$ cat src/rtl/id_stage_if.sv
// id_stage_if: valid/allowin handshake carrying one pipeline bus between two stages.
// The producing stage uses the master modport and the consuming stage uses the slave modport.
interface id_stage_if #(
   parameter int WD = 64
);
   logic          valid;
   logic [WD-1:0] bus;
   logic          allowin;

   modport master (output valid, output bus, input allowin);
   modport slave  (input valid, input bus, output allowin);
endinterface

$ cat src/rtl/id_stage.sv
// id_stage: LA32R decode stage. Latches {inst, pc} from fetch, decodes an integer
// subset, reads the register file with ES/MS/WS forwarding, interlocks on load-use,
// resolves branches back to fetch and emits the packed operation bus to execute.
module id_stage #(
   parameter int FS_TO_DS_BUS_WD = 64,
   parameter int DS_TO_ES_BUS_WD = 148,
   parameter int BR_BUS_WD       = 33
) (
   input  logic                 clk,
   input  logic                 reset,
   id_stage_if.slave            fs_ds,
   id_stage_if.master           ds_es,
   output logic [BR_BUS_WD-1:0] br_bus,
   output logic [4:0]           rf_raddr1,
   input  logic [31:0]          rf_rdata1,
   output logic [4:0]           rf_raddr2,
   input  logic [31:0]          rf_rdata2,
   input  logic [38:0]          es_fwd_bus,
   input  logic [37:0]          ms_fwd_bus,
   input  logic [37:0]          ws_fwd_bus
);
   localparam logic [11:0] ALU_ADD = 12'b1000_0000_0000;
   localparam logic [11:0] ALU_LUI = 12'b0000_0000_0001;

   // Forwarded register value: r0 is hard zero, then ES (non-load), MS, WS, regfile.
   function automatic logic [31:0] fwd_value(input logic [4:0]  addr,
                                             input logic [31:0] rf_val,
                                             input logic [38:0] es,
                                             input logic [37:0] ms,
                                             input logic [37:0] ws);
      logic [31:0] v;
      if (addr == 5'd0) begin
         v = 32'd0;
      end else if (es[38] && !es[37] && (es[36:32] == addr)) begin
         v = es[31:0];
      end else if (ms[37] && (ms[36:32] == addr)) begin
         v = ms[31:0];
      end else if (ws[37] && (ws[36:32] == addr)) begin
         v = ws[31:0];
      end else begin
         v = rf_val;
      end
      return v;
   endfunction

   logic                       ds_valid_q, ds_valid_d;
   logic [31:0]                ds_inst_q, ds_inst_d;
   logic [31:0]                ds_pc_q, ds_pc_d;
   logic [FS_TO_DS_BUS_WD-1:0] fs_bus;
   logic [DS_TO_ES_BUS_WD-1:0] ds_to_es_bus;

   logic [4:0]  rd, rj, rk;
   logic [11:0] si12;
   logic [19:0] si20;
   logic [15:0] offs16;
   logic [25:0] offs26;
   logic [16:0] op17;
   logic [9:0]  op10;
   logic [6:0]  op7;
   logic [5:0]  op6;

   logic inst_add, inst_sub, inst_slt, inst_sltu, inst_and, inst_or, inst_nor, inst_xor;
   logic inst_slli, inst_srli, inst_srai, inst_addi, inst_lu12i, inst_ld, inst_st;
   logic inst_jirl, inst_b, inst_bl, inst_beq, inst_bne, inst_3r, inst_shift;

   logic [11:0] alu_op;
   logic        use1, use2, r2_is_rd, gr_we, mem_we, load_op, src1_is_pc, src2_is_imm;
   logic [31:0] imm;
   logic [4:0]  dest;
   logic [31:0] rj_value, rkd_value, alu_src1, alu_src2, br_target;
   logic        es_we, es_is_load, load_use_stall, ds_ready_go, ds_allowin;
   logic        br_cond, br_taken;
   logic [4:0]  es_dest;

   assign fs_bus = fs_ds.bus;

   assign rd     = ds_inst_q[4:0];
   assign rj     = ds_inst_q[9:5];
   assign rk     = ds_inst_q[14:10];
   assign si12   = ds_inst_q[21:10];
   assign si20   = ds_inst_q[24:5];
   assign offs16 = ds_inst_q[25:10];
   assign offs26 = {ds_inst_q[9:0], ds_inst_q[25:10]};
   assign op17   = ds_inst_q[31:15];
   assign op10   = ds_inst_q[31:22];
   assign op7    = ds_inst_q[31:25];
   assign op6    = ds_inst_q[31:26];

   assign inst_add   = (op17 == 17'h00020);
   assign inst_sub   = (op17 == 17'h00022);
   assign inst_slt   = (op17 == 17'h00024);
   assign inst_sltu  = (op17 == 17'h00025);
   assign inst_nor   = (op17 == 17'h00028);
   assign inst_and   = (op17 == 17'h00029);
   assign inst_or    = (op17 == 17'h0002a);
   assign inst_xor   = (op17 == 17'h0002b);
   assign inst_slli  = (op17 == 17'h00081);
   assign inst_srli  = (op17 == 17'h00089);
   assign inst_srai  = (op17 == 17'h00091);
   assign inst_addi  = (op10 == 10'h00a);
   assign inst_ld    = (op10 == 10'h0a2);
   assign inst_st    = (op10 == 10'h0a6);
   assign inst_lu12i = (op7  == 7'h0a);
   assign inst_jirl  = (op6  == 6'h13);
   assign inst_b     = (op6  == 6'h14);
   assign inst_bl    = (op6  == 6'h15);
   assign inst_beq   = (op6  == 6'h16);
   assign inst_bne   = (op6  == 6'h17);

   assign inst_3r    = inst_add | inst_sub | inst_slt | inst_sltu |
                       inst_and | inst_or  | inst_nor | inst_xor;
   assign inst_shift = inst_slli | inst_srli | inst_srai;

   // Per-instruction control: ALU op, which sources are read, write enables, immediate.
   always_comb begin
      alu_op      = 12'd0;
      use1        = 1'b0;
      use2        = 1'b0;
      r2_is_rd    = 1'b0;
      gr_we       = 1'b0;
      mem_we      = 1'b0;
      load_op     = 1'b0;
      src1_is_pc  = 1'b0;
      src2_is_imm = 1'b0;
      imm         = 32'd0;
      if (inst_3r) begin
         alu_op = {inst_add, inst_sub, inst_slt, inst_sltu,
                   inst_and, inst_nor, inst_or, inst_xor, 4'b0000};
         use1   = 1'b1;
         use2   = 1'b1;
         gr_we  = 1'b1;
      end else if (inst_shift) begin
         alu_op      = {8'b0000_0000, inst_slli, inst_srli, inst_srai, 1'b0};
         use1        = 1'b1;
         gr_we       = 1'b1;
         src2_is_imm = 1'b1;
         imm         = {27'd0, rk};
      end else if (inst_addi | inst_ld | inst_st) begin
         alu_op      = ALU_ADD;
         use1        = 1'b1;
         use2        = inst_st;
         r2_is_rd    = inst_st;
         gr_we       = !inst_st;
         mem_we      = inst_st;
         load_op     = inst_ld;
         src2_is_imm = 1'b1;
         imm         = {{20{si12[11]}}, si12};
      end else if (inst_lu12i) begin
         alu_op      = ALU_LUI;
         gr_we       = 1'b1;
         src2_is_imm = 1'b1;
         imm         = {si20, 12'd0};
      end else if (inst_jirl | inst_bl) begin
         alu_op      = ALU_ADD;
         use1        = inst_jirl;
         gr_we       = 1'b1;
         src1_is_pc  = 1'b1;
         src2_is_imm = 1'b1;
         imm         = 32'd4;
      end else if (inst_beq | inst_bne) begin
         use1     = 1'b1;
         use2     = 1'b1;
         r2_is_rd = 1'b1;
      end else begin
         // b and unrecognised encodings write nothing and read nothing
         alu_op = 12'd0;
      end
   end

   assign rf_raddr1 = rj;
   assign rf_raddr2 = r2_is_rd ? rd : rk;
   assign rj_value  = fwd_value(rj, rf_rdata1, es_fwd_bus, ms_fwd_bus, ws_fwd_bus);
   assign rkd_value = fwd_value(rf_raddr2, rf_rdata2, es_fwd_bus, ms_fwd_bus, ws_fwd_bus);
   assign dest      = inst_bl ? 5'd1 : rd;
   assign alu_src1  = src1_is_pc ? ds_pc_q : rj_value;
   assign alu_src2  = src2_is_imm ? imm : rkd_value;

   // A load still in ES cannot forward yet, so any used source matching it must wait.
   assign es_we          = es_fwd_bus[38];
   assign es_is_load     = es_fwd_bus[37];
   assign es_dest        = es_fwd_bus[36:32];
   assign load_use_stall = ds_valid_q && es_we && es_is_load && (es_dest != 5'd0) &&
                           ((use1 && (es_dest == rj)) || (use2 && (es_dest == rf_raddr2)));
   assign ds_ready_go    = !load_use_stall;
   assign ds_allowin     = !ds_valid_q || (ds_ready_go && ds_es.allowin);
   assign fs_ds.allowin  = ds_allowin;
   assign ds_es.valid    = ds_valid_q && ds_ready_go;

   // Branches resolve only when the instruction actually moves on to execute.
   assign br_cond   = inst_b | inst_bl | inst_jirl |
                      (inst_beq && (rj_value == rkd_value)) |
                      (inst_bne && (rj_value != rkd_value));
   assign br_taken  = ds_valid_q && ds_ready_go && ds_es.allowin && br_cond;
   assign br_target = inst_jirl          ? rj_value + {{14{offs16[15]}}, offs16, 2'b00} :
                      (inst_b | inst_bl) ? ds_pc_q  + {{4{offs26[25]}}, offs26, 2'b00}  :
                                           ds_pc_q  + {{14{offs16[15]}}, offs16, 2'b00};
   assign br_bus    = br_taken ? {1'b1, br_target} : {BR_BUS_WD{1'b0}};

   assign ds_to_es_bus = {alu_op, load_op, mem_we, gr_we, dest,
                          alu_src1, alu_src2, rkd_value, ds_pc_q};
   assign ds_es.bus    = ds_to_es_bus;

   // Next decode-slot contents: accept from fetch when allowed, dropping the wrong path.
   always_comb begin
      ds_valid_d = ds_valid_q;
      ds_inst_d  = ds_inst_q;
      ds_pc_d    = ds_pc_q;
      if (ds_allowin) begin
         ds_valid_d = fs_ds.valid && !br_taken;
         ds_inst_d  = fs_bus[63:32];
         ds_pc_d    = fs_bus[31:0];
      end else begin
         ds_valid_d = ds_valid_q;
      end
   end

   // Decode-slot registers with synchronous reset.
   always_ff @(posedge clk) begin
      if (reset) begin
         ds_valid_q <= 1'b0;
         ds_inst_q  <= 32'd0;
         ds_pc_q    <= 32'd0;
      end else begin
         ds_valid_q <= ds_valid_d;
         ds_inst_q  <= ds_inst_d;
         ds_pc_q    <= ds_pc_d;
      end
   end
endmodule

$ cat src/flat_wrapper.sv
// flat-port wrapper written by rule: the top's interface ports become plain ports
module id_stage_flat 
#(
   parameter int FS_TO_DS_BUS_WD = 64,
   parameter int DS_TO_ES_BUS_WD = 148,
   parameter int BR_BUS_WD       = 33
)
  (clk, reset, br_bus, rf_raddr1, rf_rdata1, rf_raddr2, rf_rdata2, es_fwd_bus, ms_fwd_bus, ws_fwd_bus, fs_ds_valid, fs_ds_bus, fs_ds_allowin, ds_es_valid, ds_es_bus, ds_es_allowin);
  id_stage_if #(.WD(64)) fs_ds_i ();
  id_stage_if #(.WD(148)) ds_es_i ();
  input  logic clk;
  input  logic reset;
  output logic [BR_BUS_WD-1:0] br_bus;
  output logic [4:0] rf_raddr1;
  input  logic [31:0] rf_rdata1;
  output logic [4:0] rf_raddr2;
  input  logic [31:0] rf_rdata2;
  input  logic [38:0] es_fwd_bus;
  input  logic [37:0] ms_fwd_bus;
  input  logic [37:0] ws_fwd_bus;
  input wire logic [$bits(fs_ds_i.valid)-1:0] fs_ds_valid;
  input wire logic [$bits(fs_ds_i.bus)-1:0] fs_ds_bus;
  output wire logic [$bits(fs_ds_i.allowin)-1:0] fs_ds_allowin;
  output wire logic [$bits(ds_es_i.valid)-1:0] ds_es_valid;
  output wire logic [$bits(ds_es_i.bus)-1:0] ds_es_bus;
  input wire logic [$bits(ds_es_i.allowin)-1:0] ds_es_allowin;
  assign fs_ds_i.valid = fs_ds_valid;
  assign fs_ds_i.bus = fs_ds_bus;
  assign fs_ds_allowin = fs_ds_i.allowin;
  assign ds_es_valid = ds_es_i.valid;
  assign ds_es_bus = ds_es_i.bus;
  assign ds_es_i.allowin = ds_es_allowin;
  id_stage #(.FS_TO_DS_BUS_WD(FS_TO_DS_BUS_WD), .DS_TO_ES_BUS_WD(DS_TO_ES_BUS_WD), .BR_BUS_WD(BR_BUS_WD)) u_core (.clk(clk), .reset(reset), .fs_ds(fs_ds_i), .ds_es(ds_es_i), .br_bus(br_bus), .rf_raddr1(rf_raddr1), .rf_rdata1(rf_rdata1), .rf_raddr2(rf_raddr2), .rf_rdata2(rf_rdata2), .es_fwd_bus(es_fwd_bus), .ms_fwd_bus(ms_fwd_bus), .ws_fwd_bus(ws_fwd_bus));
endmodule
$ cat config.mk
export PLATFORM = sky130hd
export DESIGN_NAME = id_stage_flat
export DESIGN_NICKNAME = d
export VERILOG_FILES = /design/src/rtl/id_stage_if.sv /design/src/rtl/id_stage.sv /design/src/flat_wrapper.sv
export SDC_FILE = /design/constraint.sdc
export NUM_CORES = 1
export LEC_CHECK = 0
export ABC_AREA = 1
export CORE_AREA = 2 2 173 175
export CTS_BUF_LIST = sky130_fd_sc_hd__clkbuf_16
export CTS_CLUSTER_SIZE = 14
export DETAILED_ROUTE_END_ITERATION = 6
export DIE_AREA = 0 0 175 177
export PLACE_DENSITY = 0.72
export SYNTH_ARGS = -nofsm -noshare
export SYNTH_HDL_FRONTEND = slang
export SYNTH_SLANG_ARGS = --single-unit
$ cat constraint.sdc
create_clock -name clk -period 12.8 [get_ports clk]
set_clock_uncertainty 0.2 [all_clocks]
set_input_delay 2.56 -clock clk [delete_from_list [all_inputs] [get_ports clk]]
set_output_delay 2.56 -clock clk [all_outputs]
set_load 0.1 [all_outputs]
Yosys cells after proc, flatten, opt, wreduce, memory -nomap -nowiden
Index checks and enable logic that the tools add are counted.
{"block": "totals", "regBits": 65, "in_bits": 247, "out_inout_bits": 193, "wordCells": 136}
{"block": "classes", "add_sub_neg": 3, "eq_ne": 28, "mux": 55, "bitwise": 17, "reduce_logical": 30}
{"cell": "$mux 32", "count": 16}
{"cell": "$eq 17x6->1 const B", "count": 8}
{"cell": "$add 32x32->32", "count": 3}
{"cell": "$mux 12", "count": 5}
{"cell": "$eq 17x8->1 const B", "count": 3}
{"cell": "$mux 33", "count": 1}
{"cell": "$eq 32x32->1", "count": 1}
{"cell": "$ne 32x32->1", "count": 1}
{"cell": "$eq 5x5->1", "count": 6}
{"cell": "$eq 6x5->1 const B", "count": 5}
{"cell": "$mux 1", "count": 30}
{"cell": "$eq 10x8->1 const B", "count": 2}
{"cell": "$logic_and 1x1->1", "count": 20}
{"cell": "$or 1x1->1", "count": 17}
{"cell": "$eq 10x4->1 const B", "count": 1}
{"cell": "$logic_not 5->1", "count": 2}
{"cell": "$mux 5", "count": 2}
{"cell": "$eq 7x4->1 const B", "count": 1}
{"cell": "$logic_not 1->1", "count": 5}
{"cell": "$reduce_bool 5->1", "count": 1}
{"cell": "$mux 3", "count": 1}
{"cell": "$logic_or 1x1->1", "count": 2}

Longest topological paths before layout
Gate-level depths: netlist (run 1).
{"block": "logic_depth", "word_depth": 23, "depth_mapped": 36, "ltp_nobuf": 34}

Least setup slack after synthesis (run 1)
OpenSTA, ideal clock, no wires.
{"block": "synth_path", "path_kind": "input to output", "startpoint": "input port es_fwd_bus[34]", "endpoint": "output port br_bus[22]", "arrival_ps": 7978, "required_time_ps": 10040, "slack_ps": 2062, "cell_stages": 28, "path_buffers": 1, "path_cell_list": "inv_1 > o22ai_1 > nor4_1 > nand2_1 > clkbuf_1 > o21ai_0 > inv_1 > nand2_1 > inv_1 > ha_1 > fa_1 > nand3_1 > nand3_1 > nand2_1 > nand2_1 > a21oi_1 > o21ai_0 > inv_1 > nor2_1 > nor2_1 > inv_1 > nand2_1 > nand2_1 > a21boi_0 > o21bai_1 > o21ai_0 > a21oi_1 > nor3_1"}
{"block": "synth_via", "elab_chain_cells": 10, "word_cells_on_any_way": 27, "cone_classes": "add/sub: 1; eq/ne: 4; mux: 6; bitwise: 2; reduce/logical: 14"}
{"element": "start: declaration", "line_no": "flat_wrapper.sv:18", "rtl": "input logic [38:0] es_fwd_bus;"}
{"element": "branches (longest 9 deep; another with $add 32x32->32)"}
{"element": "$mux 33 *", "line_no": "id_stage.sv:197", "rtl": "assign br_bus = br_taken ? {1'b1, br_target} : {BR_BUS_WD{1'b0}};"}
{"element": "end: declaration", "line_no": "flat_wrapper.sv:13", "rtl": "output logic [BR_BUS_WD-1:0] br_bus;"}
Every way passes the cells marked *.

Worst setup path after layout (run 1)
{"block": "layout_path", "startpoint": "input port es_fwd_bus[34]", "endpoint": "output port br_bus[31]"}
Same word-level chain as after synthesis.

==> metrics.txt, run 1 <==
status=completed; Worst Path Arrival=8960 ps; I/O pin cnt=440; syn_area_per_cell=5.239 um2; WHS Endpoint=u_core.ds_pc_q[27]; CP Max Fanout=63; # setup viols final=0; post-synthesis simple-gate area fraction=0.3951; DRC viols=0; Hold Crit Depth=2; Post-DP Area=~16,000 um2; CTS tree=done; Synth Area in Compound Gates=0.2393; grt total ovfl=0; area grow syn2layout=43.46%; Final nets=between 2,000 and 3,000; Post-CTS Setup Inserts=0; first-pass GRT wire length=between 80,000 and 90,000 um; minimum clock period=approximately 12,000 ps; max cap viols=0; Hold Path Origin=u_core.ds_pc_q[27]; row count=63; CTS Buf Count=9; Slew Limit Fails=0; reg-to-reg slack, setup=~7100 ps; largest net degree at the start of global routing=between 90 and 100; slew margin rel.=0.2430; vias in the first global route=~14,000; clk sinks=65; CP required=approximately 10,000 ps; Syn Nets=about 2,400; r2r startpoint=u_core.ds_inst_q[24]; Yosys reg bits=between 60 and 70; I/O Buffers=roughly 440; post-synthesis sequential area ratio=0.1164; Async SR Flop Fraction=0; dpl ws=roughly 1200 ps; root buf cell=clkbuf_16; PostCTS Resize Cnt=0; most common cell after layout, fill and taps aside=nand2_1; final hold vios=0; mux share of post-synthesis cell area=0; Pwr Density=a little under 100 nW/um2; fillers=around 3,000; Initial DRC Count=approximately 2,000; WS Path Type=in2out; Achievable Freq=85.32 MHz; GPL Wtd Cong=1.001; EDFF count, synth=0; Post-Route WL=62,010 um; Multi-input gate area=roughly 8000 um2; fraction of the mapped netlist area in adder cells=0.06853; # H-tree levels=3; # hold bufs at CTS=0; Clock Path Buffers=2; P_leak=slightly below 8 nW; RSZ-0062 raised after global routing=false; CP Capture Type=output port; Worst Reg2Reg Path Length in Cells=25; most frequent cells in the layout=599 x nand2_1, 422 x clkdlybuf4s50_1, 376 x inv_1; initial antenna violation count=6; DIE WIDTH=~180 um; Clk pin slew, worst setup/hold paths=50 ps; Routed wire per std cell=21.40 um; maximum vdd drop=0.08907 mV; Setup TNS=0 ps; final instance area=roughly 16,000 um2; Worst setup SP type=input pin; worst skew pair latency=340 ps; Initial Util=0.3821; predominant post-synthesis flop cell=dfxtp_1; Setup WS post-layout=roughly 1100 ps; R2R Path End=u_core.ds_valid_q; Reg area=approximately 1300 um2; Hold WC Path Type=reg2reg; layout cells sized above 1=0.04310; vias per inst=between 5 and 6; core area=~29,000 um2; Cell Area, Synth=11,170 um2; Crit. Startpoint=es_fwd_bus[34]; Mapped Cells=2,133; pin slew with the least headroom to its limit=roughly 1100 ps; largest family of logic cells by synthesized area=simple AND/OR/NAND/NOR gates; Cell variety after synth=48; total track usage=0.3796; first drt pass iteration count=6; Antenna Nets Post-Route=0; Final Cycle Share=0.9156; Die ar.=approximately 31,000 um2; Die Ht=between 150 and 200 um; Vias=about 16,000; xor and xnor fraction of the mapped netlist area=0.008622; YS warnings=0; post-DP HPWL=just over 50,000 um
-- metrics by stage --
step | util | total power, W | std cells | hold WS [ps]
after floorplan | - | 0.0009365 | 2133 | 276.7
after global placement | 0.5362 | 0.001264 | 2880 | 301.8
after detailed placement | 0.5362 | 0.001263 | 2880 | 302.9
after CTS | 0.5480 | 0.001551 | 2896 | 328.9
after global routing | 0.5482 | 0.001627 | 2898 | 338.7
final | 0.5482 | 0.001565 | 2898 | 322.5
-- power breakdown --
| group | internal (W) | switching (W) | total, W |
|---|---|---|---|
| sequential | 0.000216 | 0.0000334 | 0.000250 |
| combinational | 0.000282 | 0.000748 | 0.00103 |
| clock | 0.000190 | 0.0000954 | 0.000286 |
| total | 0.000689 | 0.000876 | 0.00157 |
-- flip-flops by register name (all words and copies together) (netlist names) --
register	cells
u_core.ds_valid_q	1
u_core.ds_pc_q	32
u_core.ds_inst_q	32
-- worst max-delay path, cell delays in order --
cell and delay (ps):
clkdlybuf4s50_1 540, inv_1 110, nand2_1 70, o2111ai_1 120, nor4_1 390, nand2_2 750
o21ai_0 410, inv_1 70, nand2_1 140, inv_1 80, ha_1 330, a21oi_1 150
nand2_1 80, nand2_1 80, nand2_1 50, a21oi_1 180, inv_1 90, a21oi_1 280
o21ai_0 220, nand3_1 180, a31o_2 160, nand2_1 100, a211oi_1 380, nand2_1 90
nand2_1 70, o22ai_1 60, nor2_1 80, clkdlybuf4s50_1 1140
-- layer usage --
metal	routed length, um	global-route usage	vias to the layer above
met3	6134	0.06100	122
met1	26240	0.5153	7147
met4	2339	0.1382	8
met2	27220	0.6062	933
li1	-	-	7633
met5	78	0	-
-- cell families after synthesis --
group | after synthesis
AO/OA/AOI/OAI | 470
adder cells (fa/ha/maj) | 60
AND/OR/NAND/NOR | 1043
flip-flops | 65
XOR/XNOR | 11
buffers and inverters | 484
-- area by class of cell --
class | instances | area share
Antenna cell | 2 | 0.0003122
Clock buffer | 9 | 0.01405
Clock inverter | 7 | 0.007415
Inverter | 382 | 0.08945
Multi-Input combinational cell | 1584 | 0.4965
Sequential cell | 65 | 0.08117
Tap cell | 390 | 0.03044
Timing Repair Buffer | 459 | 0.2807
-- worst max path at each step --
stage	slack, ps	cells past startpoint	end
after floorplan	2060	28	br_bus[22]
after global placement	1360	28	br_bus[31]
after detailed placement	1230	28	br_bus[31]
after CTS	1210	28	br_bus[31]
after global routing	600	28	br_bus[31]
final	1080	28	br_bus[31]
-- synthesized netlist by cell type (all sizes together) (5+ instances only) --
library cell  number  area [um2]
o22ai             18       112.6
inv              381        1430
buf               38       247.7
a21oi            133       665.6
clkbuf            64       240.2
a211oi            31       232.7
nand3            138       715.7
xnor2              5       43.79
nand2            613        2333
ha                58       725.7
a22oi             19       142.6
nor4               9       56.30
nor2             204       842.1
dfxtp             65        1301
o211ai            35       262.8
nand4             36       225.2
o21ai            201        1006
xor2               6       52.55
or2                9       56.30
a31oi              8       50.05
nor3              26       130.1
Power figures use the tool's default switching activity.
==> run 2, diff against run 1 <==
--- a/config.mk
+++ b/config.mk
@@ -6,12 +6,13 @@
 export NUM_CORES = 1
 export LEC_CHECK = 0
 export ABC_AREA = 1
-export CORE_AREA = 2 2 173 175
+export CAP_MARGIN = 20
+export CORE_AREA = 3 3 170 172
 export CTS_BUF_LIST = sky130_fd_sc_hd__clkbuf_16
 export CTS_CLUSTER_SIZE = 14
 export DETAILED_ROUTE_END_ITERATION = 6
-export DIE_AREA = 0 0 175 177
-export PLACE_DENSITY = 0.72
+export DIE_AREA = 0 0 173 175
+export PLACE_DENSITY = 0.81
 export SYNTH_ARGS = -nofsm -noshare
 export SYNTH_HDL_FRONTEND = slang
 export SYNTH_SLANG_ARGS = --single-unit
==> run 2 against run 1 <==
Compared with the run above: utilization is 3.0 points higher; combinational power hardly changed; first-iteration DRC count is 0.20% higher; hold slack worse by 1.8 ps; final cell count is 0.52% lower; fmax is 2.5% higher; sequential power hardly changed; register-to-register slack worse by 110 ps; critical endpoint is now br_bus[28]; highest routed layer unchanged.
==> metrics.txt, run 2 (synthesis gave the netlist of run 1 again) <==
area grow syn2layout=42.84%; most common cell after layout, fill and taps aside=nand2_1; Worst setup SP type=input pin; combinational share of power=0.670 (+0.012); grt total ovfl=0 (unchanged); Die Ht=175 um (-1.1%); I/O pin cnt=440 (unchanged); Clk pin slew, worst setup/hold paths=60 ps (about the same); pin slew with the least headroom to its limit=1096 ps (-35.56 ps); CP dominant cell by count=nand2_1; Hold WC Path Type=reg2reg; core area=27,630 um2 (-5.5%); Hold Slack=320.6 ps (-1.845 ps); Initial DRC Count=2,040 (+0.20%); Post-Route WL=63,640 um (+2.6%); Largest regs=u_core.ds_inst_q: 32 flops, u_core.ds_pc_q: 32 flops, u_core.ds_valid_q: 1 flops; Crit path largest cell delay=580 ps (-560 ps); Clk network pwr share=0.168 (-0.015); GPL Wtd Cong=1.040 (+3.9%); root buf cell=clkbuf_16; Setup TNS=0 ps (unchanged); CTS tree=done; internal power consumption=0.0006516 W (-5.4%); CP Max Fanout=35 (-44%); DRC viols=0 (unchanged); WS Path Type=in2out; crit path buf inv count=7 (+1); vias per inst=5.637 (+3.1%); slew margin rel.=0.2668 (+0.02378); CP required=10,040 ps (about the same); worst skew pair latency=340 ps (about the same); most frequent cells in the layout=599 x nand2_1, 413 x clkdlybuf4s50_1, 375 x inv_1; Vias=16,251 (+2.6%); Final nets=2,806 (-0.071%); Slew Limit Fails=0 (unchanged); CP Capture Type=output port; Worst Path Arrival=8680 ps (-280 ps); P_leak=7.901 nW (about the same); maximum vdd drop=0.09968 mV (+12%); max cap viols=0 (unchanged); total track usage=0.3972 (+0.01756); first drt pass iteration count=6 (unchanged); initial antenna violation count=3 (-3); # H-tree levels=3 (unchanged); I/O Buffers=439 (unchanged); post-DP HPWL=51,410 um (+1.5%); minimum clock period=11,440 ps (-282.6 ps); vias in the first global route=14,729 (+4.0%); Pwr Density=96.71 nW/um2 (-0.94%); Antenna Nets Post-Route=0 (unchanged); layout cells sized above 1=0.04633 (+0.003229); switching part of the total=0.5779 (+0.01787); # setup viols final=0 (unchanged); Final Cycle Share=0.8936 (-0.02208); Post-CTS Setup Inserts=0 (unchanged); Achievable Freq=87.43 MHz (+2.5%); Sequential Power Share=0.162 (+0.002); row count=61 (-3.2%); RSZ-0062 raised after global routing=false; Die ar.=30,280 um2 (-2.3%); status=completed; # hold bufs at CTS=0 (unchanged); largest net degree at the start of global routing=92 (unchanged); DIE WIDTH=173 um (-1.1%); dpl ws=1534 ps (+302.5 ps); Setup WS post-layout=1362 ps (+282.6 ps); PostCTS Resize Cnt=0 (unchanged); final hold vios=0 (unchanged); Crit-path slowest cell=nand2_2; Clock Path Buffers=2 (unchanged); Routed wire per std cell=22.07 um (+3.2%); NetSw=0.0008921 W (+1.8%); CTS Buf Count=9 (unchanged); clk sinks=65 (unchanged); Crit path max-delay family=simple AND/OR/NAND/NOR gates; first-pass GRT wire length=92,760 um (+4.5%); Initial Util=0.4044 (+0.02234)
==> run 2: cell count changes in the layout (fill, tap and decap cells not counted), sizes merged <==
cell and change:
buf +7, diode -1, bufinv -2, clkinv +1, inv +1, clkdlybuf4s50 -9
==> run 2: layout make-up <==
type | count | area (um2)
fill | 2879 | 11670
multi-input combinational | 1584 | 7959
timing repair buffer | 457 | 4489
inverter | 382 | 1434
sequential | 65 | 1301
tap | 378 | 473.0
clock buffer | 9 | 225.2
clock inverter | 7 | 77.57
antenna | 1 | 2.502
==> run 2: final timing paths <==
kind | from | end | slack [ps] | cells after the start
worst min register to register | u_core.ds_pc_q[1] | u_core.ds_pc_q[1] | 320 | 2
worst max register to register | u_core.ds_inst_q[24] | u_core.ds_valid_q | 7000 | 28
worst min-delay path | u_core.ds_pc_q[1] | u_core.ds_pc_q[1] | 320 | 2
worst max-delay path | es_fwd_bus[34] | br_bus[28] | 1360 | 34
==> run 2: power by group through the flow <==
stage	Combinational (W)	Clock [W]	Sequential [W]
3_5_place_dp	0.00101	0	0.000252
4_1_cts	0.00102	0.000259	0.000248
3_3_place_gp	0.00101	0	0.000252
6_report	0.00103	0.000259	0.000250
5_1_grt	0.00109	0.000268	0.000250
2_1_floorplan	0.000656	0	0.000281
==> run 2: worst min-delay path, delay by kind of cell (launching register included) <==
kind	cells	cell delay, ps
simple gates	1	80
compound gates	1	60
flops	1	340
==> run 2: stage by stage <==
step | total power (W) | utilization | cells | instance area [um2]
floorplan | 0.0009365 | - | 2133 | 11170
global route | 0.001604 | 0.5777 | 2883 | 15960
detailed placement | 0.001266 | 0.5651 | 2864 | 15610
finish | 0.001544 | 0.5777 | 2883 | 15960
CTS | 0.001525 | 0.5761 | 2880 | 15920
global placement | 0.001265 | 0.5651 | 2864 | 15610
==> run 2: layer usage <==
layer,part of all wire,routed length (um),GRT usage,up-vias
met5,0.00031,20,0,-
met2,0.43,27080,0.6095,1124
met3,0.12,7588,0.08236,162
li1,-,-,-,7632
met1,0.41,25800,0.5388,7329
met4,0.049,3146,0.1720,4
==> run 3, diff against run 2 <==
--- a/config.mk
+++ b/config.mk
@@ -12,6 +12,7 @@
 export CTS_CLUSTER_SIZE = 14
 export DETAILED_ROUTE_END_ITERATION = 6
 export DIE_AREA = 0 0 173 175
+export GPL_ROUTABILITY_DRIVEN = 0
 export PLACE_DENSITY = 0.81
 export SYNTH_ARGS = -nofsm -noshare
 export SYNTH_HDL_FRONTEND = slang
==> run 3 against run 2 <==
Compared with the run above: the flow now finishes with violations (DRC); fmax fell by 2.0%; power fell by 0.41%; worst setup slack got worse by 230 ps; utilization barely moved; final area barely moved; critical endpoint is now br_bus[29]; routed wire length fell by 6.1%; combinational power barely moved; critical path type unchanged; count of clock-buffer cells in the layout did not move; final cell count barely moved.
==> metrics.txt, run 3 (synthesis gave the netlist of run 1 again) <==
status=complete, but fails checks; failing checks=DRC; cell count along the critical path=28 (-18%); Crit. Startpoint=es_fwd_bus[34]; Crit path max-delay family=buffers and inverters; max cap viols=0 (unchanged); initial antenna violation count=2 (-1); Clk network pwr share=0.173 (+0.005); Slew Limit Fails=0 (unchanged); PostCTS Resize Cnt=0 (unchanged); Antenna Nets Post-Route=0 (unchanged); most common cell after layout, fill and taps aside=nand2_1; area grow syn2layout=42.95% (about the same); Setup TNS=0 ps (unchanged); vias per inst=5.648 (+0.20%); Clk pin slew, worst setup/hold paths=50 ps (about the same); Final nets=2,805 (-0.036%); crit path buf inv count=7 (unchanged); WS Path Type=in2out; Post-Route WL=59,740 um (-6.1%); Pwr Density=96.23 nW/um2 (-0.49%); root buf cell=clkbuf_16; Die Ht=175 um (unchanged); RSZ-0062 raised after global routing=false; Worst Reg2Reg Path Length in Cells=28 (unchanged); Initial Util=0.4044 (unchanged); Setup WS post-layout=1134 ps (-228.6 ps); clk sinks=65 (unchanged); fillers=2,758 (-4.2%); Final Non-Filler Cells=2,884 (+0.035%); Worst setup SP type=input pin; Hold WC Path Type=reg2reg; CTS tree=done; combinational share of power=0.664 (-0.006); CP Capture Type=output port; slew margin rel.=0.2535 (-0.01323); minimum clock period=11,670 ps (+228.6 ps); Worst Path Arrival=8910 ps (+230 ps); first drt pass iteration count=7 (+1); grt total ovfl=0 (unchanged); first-pass GRT wire length=87,540 um (-5.6%); internal power consumption=0.0006681 W (+2.5%); Vias=16,289 (+0.23%); I/O pin cnt=440 (unchanged); NetSw=0.0008692 W (-2.6%); Clock Path Buffers=2 (unchanged); Worst Setup EP=br_bus[29]; post-DP HPWL=48,690 um (-5.3%); # setup viols final=0 (unchanged); maximum vdd drop=0.07646 mV (-23%); worst skew pair latency=330 ps (about the same); DIE WIDTH=173 um (unchanged); final hold vios=0 (unchanged); pin slew with the least headroom to its limit=1116 ps (+19.78 ps); r2r startpoint=u_core.ds_inst_q[25]; Die ar.=30,280 um2 (unchanged); most frequent cells in the layout=599 x nand2_1, 415 x clkdlybuf4s50_1, 375 x inv_1; largest net degree at the start of global routing=92 (unchanged); DRC viols=1 (+1); CP required=10,040 ps (about the same); Final Cycle Share=0.9114 (+0.01786); CP Max Fanout=21 (-40%); switching part of the total=0.5654 (-0.01249); # hold bufs at CTS=0 (unchanged); vias in the first global route=14,801 (+0.49%); R2R Path End=u_core.ds_valid_q; dpl ws=1460 ps (-74.32 ps); Sequential Power Share=0.163 (about the same); CTS Buf Count=9 (unchanged); Routed wire per std cell=20.71 um (-6.2%); reg-to-reg slack, setup=6700 ps (-300 ps); I/O Buffers=439 (unchanged); placed cell count=2,865 (+0.035%); row count=61 (unchanged); Largest regs=u_core.ds_inst_q: 32 flops, u_core.ds_pc_q: 32 flops, u_core.ds_valid_q: 1 flops; CP dominant cell by count=nand2_1; Achievable Freq=85.72 MHz (-2.0%); Initial DRC Count=2,110 (+3.4%); Post-CTS Setup Inserts=0 (unchanged); Crit path largest cell delay=1170 ps (+590 ps); total track usage=0.3692 (-0.02795); # H-tree levels=3 (unchanged); Finished Core Util=0.5782 (about the same); Hold Slack=305.3 ps (-15.32 ps); core area=27,630 um2 (unchanged); P_leak=7.899 nW (about the same); layout cells sized above 1=0.04475 (-0.001580); Crit-path slowest cell=clkdlybuf4s50_1
run 3: final cells by class:
| class | instances | area [um2] | area share |
|---|---|---|---|
| flip-flops and latches | 65 | 1301 | 0.08146 |
| well taps | 378 | 473.0 | 0.02961 |
| inverters | 382 | 1434 | 0.08976 |
| clock buffers | 9 | 225.2 | 0.01410 |
| clock inverters | 7 | 95.09 | 0.005953 |
| diodes | 3 | 7.507 | 0.0004700 |
| multi-input cells | 1584 | 7959 | 0.4982 |
| repair buffers | 456 | 4479 | 0.2804 |
run 3: layer usage:
layer	vias to the layer above	wire length, um	track usage
met2	1244	24940	0.5595
li1	7622	-	-
met1	7211	23320	0.4740
met4	0	3698	0.1953
met5	-	0	0
met3	212	7774	0.1076
run 3: power by group through the flow:
stage | sequential, W | clock, W | combinational [W]
2_1_floorplan | 0.000281 | 0 | 0.000656
3_3_place_gp | 0.000253 | 0 | 0.000990
3_5_place_dp | 0.000253 | 0 | 0.000999
4_1_cts | 0.000249 | 0.000269 | 0.00100
5_1_grt | 0.000252 | 0.000279 | 0.00107
6_report | 0.000251 | 0.000266 | 0.00102
run 3: worst min-delay path by stage:
stage | startpoint | endpoint | slack (ps) | cells past startpoint
2_1_floorplan | u_core.ds_inst_q[1] | u_core.ds_inst_q[1] | 280 | 2
3_3_place_gp | u_core.ds_pc_q[1] | u_core.ds_pc_q[1] | 290 | 2
3_5_place_dp | u_core.ds_pc_q[0] | u_core.ds_pc_q[0] | 300 | 2
4_1_cts | u_core.ds_pc_q[0] | u_core.ds_pc_q[0] | 310 | 2
5_1_grt | u_core.ds_pc_q[0] | u_core.ds_pc_q[0] | 320 | 2
6_report | u_core.ds_pc_q[1] | u_core.ds_pc_q[1] | 310 | 2
run 3: tightest hold or removal path, delay by kind of cell, from the launching register on:
family | cells | cell delay, ps
and+or+nand+nor | 1 | 70
DFF | 1 | 330
AOI/OAI and AO/OA | 1 | 60
run 3: through the flow:
stage	area, um2	power (W)
after floorplan	11170	0.0009365
after global placement	15620	0.001243
after detailed placement	15650	0.001253
after CTS	15970	0.001522
after global routing	15970	0.001600
final	15970	0.001537
